[src/rtl/pcie_phy_pkg.sv]
// Shared constants and types for the PCIe PHY lane datapath.
// Used by both the transmit serializer and the receive-side deserializer.
package pcie_phy_pkg;

  localparam int BYTE_W = 8;
  localparam int BIT_CNT_W = 3;
  localparam logic [BYTE_W-1:0] COM_CHAR_DEFAULT = 8'hBC;

  typedef enum logic [1:0] {
    RESET  = 2'b00,
    IDLE   = 2'b01,
    ACTIVE = 2'b10
  } lane_tx_state_t;

endpackage

[src/rtl/bit_counter_mod8.sv]
// Free-running 3-bit bit-slot counter that wraps 7 -> 0.
// Its last flag marks the byte boundary for the serializer and deserializer.
module bit_counter_mod8
  import pcie_phy_pkg::*;
(
  input  logic                 clk,
  input  logic                 reset,
  output logic [BIT_CNT_W-1:0] bitCnt,
  output logic                 last
);

  logic [BIT_CNT_W-1:0] cntReg;

  // Count bit slots; natural 3-bit overflow provides the 7 -> 0 wrap.
  always_ff @(posedge clk) begin
    if (reset) begin
      cntReg <= 3'd0;
    end else begin
      cntReg <= cntReg + 3'd1;
    end
  end

  assign bitCnt = cntReg;
  assign last   = (cntReg == 3'd7);

endmodule

[src/rtl/par_to_serial_lane.sv]
// Per-lane byte-to-bit serializer: MSB-first, one byte per 8 clk,
// with COM symbols filling every slot that has no valid byte.
module par_to_serial_lane
  import pcie_phy_pkg::*;
#(
  parameter int                    DATA_WIDTH = BYTE_W,
  parameter logic [DATA_WIDTH-1:0] COM_CHAR   = COM_CHAR_DEFAULT
) (
  input  logic                  clk,
  input  logic                  reset,
  input  logic [DATA_WIDTH-1:0] data_in,
  input  logic                  valid_in,
  output logic                  byte_req,
  output logic                  data_out,
  output logic                  valid_out,
  output logic                  com_out,
  output logic                  active
);

  logic [BIT_CNT_W-1:0]  bitCnt;
  logic                  loadSlot;
  logic [DATA_WIDTH-1:0] shiftReg;
  logic                  kindReg;
  lane_tx_state_t        stateReg;
  lane_tx_state_t        stateNext;

  bit_counter_mod8 uBitCnt (
    .clk    (clk),
    .reset  (reset),
    .bitCnt (bitCnt),
    .last   (loadSlot)
  );

  // Decoded straight from the counter register, so it cannot glitch.
  assign byte_req = loadSlot;

  // Byte holding register: captured only on the byte boundary.
  always_ff @(posedge clk) begin
    if (reset) begin
      shiftReg <= COM_CHAR;
      kindReg  <= 1'b0;
    end else if (loadSlot) begin
      shiftReg <= valid_in ? data_in : COM_CHAR;
      kindReg  <= valid_in;
    end
  end

  // Serial output stage; the old byte's LSB still goes out on the load edge.
  always_ff @(posedge clk) begin
    if (reset) begin
      data_out  <= 1'b0;
      valid_out <= 1'b0;
      com_out   <= 1'b0;
    end else begin
      data_out  <= shiftReg[3'd7 - bitCnt];
      valid_out <= kindReg;
      com_out   <= ~kindReg;
    end
  end

  // Next-state logic: data/COM mode only switches on a byte boundary.
  always_comb begin
    stateNext = stateReg;
    case (stateReg)
      RESET: begin
        stateNext = IDLE;
      end
      IDLE: begin
        if (loadSlot && valid_in) begin
          stateNext = ACTIVE;
        end else begin
          stateNext = IDLE;
        end
      end
      ACTIVE: begin
        if (loadSlot && !valid_in) begin
          stateNext = IDLE;
        end else begin
          stateNext = ACTIVE;
        end
      end
      default: begin
        stateNext = IDLE;
      end
    endcase
  end

  // State register and registered active flag.
  always_ff @(posedge clk) begin
    if (reset) begin
      stateReg <= RESET;
      active   <= 1'b0;
    end else begin
      stateReg <= stateNext;
      active   <= (stateNext == ACTIVE);
    end
  end

endmodule

[config.mk]
export PLATFORM = sky130hd
export DESIGN_NAME = par_to_serial_lane
export DESIGN_NICKNAME = d
export VERILOG_FILES = /design/src/rtl/pcie_phy_pkg.sv /design/src/rtl/bit_counter_mod8.sv /design/src/rtl/par_to_serial_lane.sv
export SDC_FILE = /design/constraint.sdc
export NUM_CORES = 1
export LEC_CHECK = 0
export CAP_MARGIN = 20
export CORE_UTILIZATION = 50
export CTS_BUF_LIST = sky130_fd_sc_hd__clkbuf_8
export DETAILED_ROUTE_END_ITERATION = 8
export HOLD_SLACK_MARGIN = 0.1
export PLACE_DENSITY = 0.82
export SYNTH_ARGS = -nofsm -noshare
export SYNTH_HDL_FRONTEND = slang
export SYNTH_SLANG_ARGS = --single-unit
[constraint.sdc]
create_clock -name clk -period 1.85 [get_ports clk]
set_clock_uncertainty 0.15 [all_clocks]
set_input_delay 0.185 -clock clk [delete_from_list [all_inputs] [get_ports clk]]
set_output_delay 0.185 -clock clk [all_outputs]
set_load 0.03 [all_outputs]
==> results <==
- The initial cell density of the core is 54.7%.
- STA classifies the critical path startpoint as a register.
- In this run the power density over the cells is 849 nW/um^2.
- The worst-case IR drop observed on VDD is 537 uV.
- The die covers 1600 um^2.
- The run finished with clean final reports.
- Summing over every cut layer, the via total after detailed routing is 540.
- From left edge to right edge, the die measures 40.0 um.
- The type of the worst setup path is register to output port.
- The met2 track utilization from global routing is 33.9%.
- TritonCTS built the clock tree.
- Entering global routing, the biggest net connects 11 pins.
- The combined global-route utilization of all metal layers is 20.7%.
- The fraction of met1 tracks used by global routing is 23.1%.
- The wire length of the first global-routing pass is 2060 um.
- In this run, post-CTS repair resized a total of 0 instances.
- The number of setup buffers added after CTS is 0.
- The maximum clock frequency is 0.565 GHz.
- The internal portion of total power is 0.000635 W.
- Port buffering added 15 buffers.
- The average detailed-routed wire length per instance is 12.7 um.
- The busiest layer in global routing is met2.
- The count of endpoints failing setup in the final report is 0.
- Measured on the finished design, the core utilization comes to 72.2%.
- The total global routing overflow is 0.
- Pin placement for this block handled 16 I/O pins.
- In this run the core area contains 13 standard-cell rows.
- The path class of the tightest hold or removal check is register to register.
- The met3 global-route usage is 6.67%.
- The count of cell types in the netlist is 19.
- The switching part of the total is 21.3%.
- The wire-length estimate of the detail-placed layout is 1010 um.
- Counting instances, the worst hold path has a depth of 1.
- The final layout contains 104 nets.
- The area inside the core boundary is 1320 um^2.
- Of the total power, registers draw 50.3%.
- The power after layout is 0.000808 W.
- At the worst endpoint, the arrival time is 1.43 ns.
- Of the available clock period, the critical path in the final layout requires 95.6%.
- Counting along the longest clock path gives a buffer depth of 2.
- Cells with a size suffix above 1 make up 12.5% of the layout.
- Setup repair after global routing left no endpoint under its margin.
- The total number of yosys warnings is 0.
- The tree is rooted in a clkbuf_8.
- The clock network burns 39.5% of the power.
- After detailed routing, the total wire length is 1300 um.
- At the worst endpoint, the required time is 1.51 ns.
- The netlist area before placement is 721 um^2.
- The diode insertion count for antenna repair is 0.
- The via count of the first global-routing pass is 479.
- The net switching power is 0.000172 W.
- For the pin with the worst max-slew slack, the measured transition is 0.403 ns.
- The count of state elements after synthesis is 18.
- Clock-pin slew was measured on the worst setup and hold paths at 0.07 ns.
- Counting cells, the worst reg-to-reg path comes to 5.
- In this run, the combinational gates consume 10.3% of the power.
- On the final layout, the worst hold slack is 0.303 ns.
- Measured along the y axis, the die boundary spans 40.0 um.
- The number of antenna-violating nets in the routed design is 0.
- Synthesis produced a netlist whose cell count is 69.
- The first-pass iteration count of the detailed router is 4.
- In this run the worst path has a maximum fanout of 10.
- The post-layout minimum cycle time is 1.77 ns.
- The number of hold-repair buffers added at the cts stage is 0.
- The number of failing hold endpoints at the final stage is 0.
- Routability-driven placement finished with a final weighted congestion of 0.747.
- The total CTS buffers is 3.
- Sequential cells were found to cover 50.0% of the synthesized design area.
- The post-synthesis to final-layout area growth is 31.9%.
- The number of antenna violations at the first check in global routing was 0.
- Max-cap violations in this run came to 0.
- The number of design-rule violations left by the first detailed-router iteration is 12.
- The leakage power total is 0.371 nW.
- The final number of max-transition violations is 0.
- After detailed routing, the number of remaining DRC violations is 0.
- STA classifies the critical path endpoint as an output port.
- The mean cell area of the mapped netlist is 10.4 um^2.
- The total number of clock tree sinks is 18.
- CTS built an H-tree with a depth of 1.
- The setup TNS after final layout is 0 ns.
- The relative slew slack is 73.1%.
- The number of nets handed over by synthesis was 84.
- At the later pin of the worst-skew pair, clock insertion delay measures 0.25 ns.
- The average via count per standard cell is 5.24.
-- through the flow --
step / cells / setup slack, ns / area (um^2)
floorplan: 69 / 0.0696 / 721
global placement: 99 / 0.197 / 896
detailed placement: 99 / 0.170 / 896
CTS: 103 / 0.0802 / 951
global route: 103 / 0.00297 / 951
finish: 103 / 0.0810 / 951
-- Yosys cell counts --
master / count / area [um^2]
clkbuf_1: 1 / 3.75
nor2_1: 4 / 15.0
a2111oi_4: 1 / 27.5
nand2_1: 1 / 3.75
ha_1: 4 / 50.1
mux2i_1: 2 / 20.0
inv_1: 3 / 11.3
mux4_1: 1 / 26.3
a21oi_1: 7 / 35.0
a21o_1: 1 / 7.51
dfxtp_1: 18 / 360
inv_2: 1 / 3.75
a311oi_1: 1 / 8.76
buf_2: 2 / 10.0
nor2b_1: 4 / 25.0
o21ba_2: 1 / 10.0
o22ai_1: 5 / 31.3
nand2b_1: 9 / 56.3
nand3_1: 3 / 15.0
-- cells by family (layout without fill, tap and decap cells) --
logic type | Yosys count | after routing | synth area share (%)
and+or+nand+nor | 21 | 21 | 16.0
DFF | 18 | 18 | 50.0
AOI/OAI and AO/OA | 16 | 16 | 16.7
buffers and inverters | 7 | 26 | 3.99
adders and majority gates | 4 | 4 | 6.94
muxes | 3 | 3 | 6.42
-- metal layers --
| layer | up-vias | wire length [um] | share of wire, % |
|---|---|---|---|
| li1 | 279 | - | - |
| met1 | 250 | 644 | 49 |
| met2 | 9 | 614 | 47 |
| met3 | 2 | 32 | 2.5 |
| met4 | 0 | 13 | 1.0 |
| met5 | - | 0 | 0 |
-- area by class of cell --
type | count | area [um^2]
Sequential cell | 18 | 360
Timing Repair Buffer | 18 | 170
Multi-Input combinational cell | 44 | 332
Fill cell | 102 | 367
Tap cell | 15 | 18.8
Clock buffer | 4 | 55.1
Inverter | 4 | 15.0
-- worst max-delay path, cell delays in order (launching register included) --
cell and delay, ns:
dfxtp_1 0.38, ha_1 0.17, ha_1 0.39, buf_4 0.24
-- layout by cell type (no fill, tap or decap) --
cell type | Yosys | routed
mux4_1 | 1 | 1
inv_1 | 3 | 3
a2111oi_4 | 1 | 1
mux2i_1 | 2 | 2
nand3_1 | 3 | 3
nor2_1 | 4 | 4
a21oi_1 | 7 | 7
o22ai_1 | 5 | 5
ha_1 | 4 | 4
buf_4 | 0 | 4
nor2b_1 | 4 | 4
a21o_1 | 1 | 1
clkbuf_8 | 0 | 4
dfxtp_1 | 18 | 18
nand2b_1 | 9 | 9
o21ba_2 | 1 | 1
clkdlybuf4s50_1 | 0 | 14
a311oi_1 | 1 | 1
nand2_1 | 1 | 1
inv_2 | 1 | 1
-- registers in the layout (all words and copies together), names as in the netlist --
| name | flops |
|---|---|
| shiftReg | 8 |
| stateReg | 2 |
| valid_out | 1 |
| uBitCnt.bitCnt | 3 |
| com_out | 1 |
| data_out | 1 |
| active | 1 |
| kindReg | 1 |
-- power groups by stage --
stage,combinational [W],clock (W),sequential [W]
after floorplan,0.0000333,0,0.000421
after global placement,0.0000818,0,0.000414
after detailed placement,0.0000831,0,0.000415
after CTS,0.0000836,0.000324,0.000406
after global routing,0.0000892,0.000340,0.000407
final,0.0000829,0.000319,0.000406
-- worst paths after layout --
| path | from | to | slack [ns] |
|---|---|---|---|
| setup / recovery | uBitCnt.bitCnt[0]$_SDFF_PP0_ | byte_req | 0.08 |
| hold / removal | kindReg$_SDFFE_PP0N_ | com_out$_SDFF_PP0_ | 0.30 |
| setup reg to reg | uBitCnt.bitCnt[0]$_SDFF_PP0_ | active$_SDFF_PP0_ | 0.14 |
| hold reg to reg | kindReg$_SDFFE_PP0N_ | com_out$_SDFF_PP0_ | 0.30 |
No activity file was read; power rests on OpenSTA's default activity.
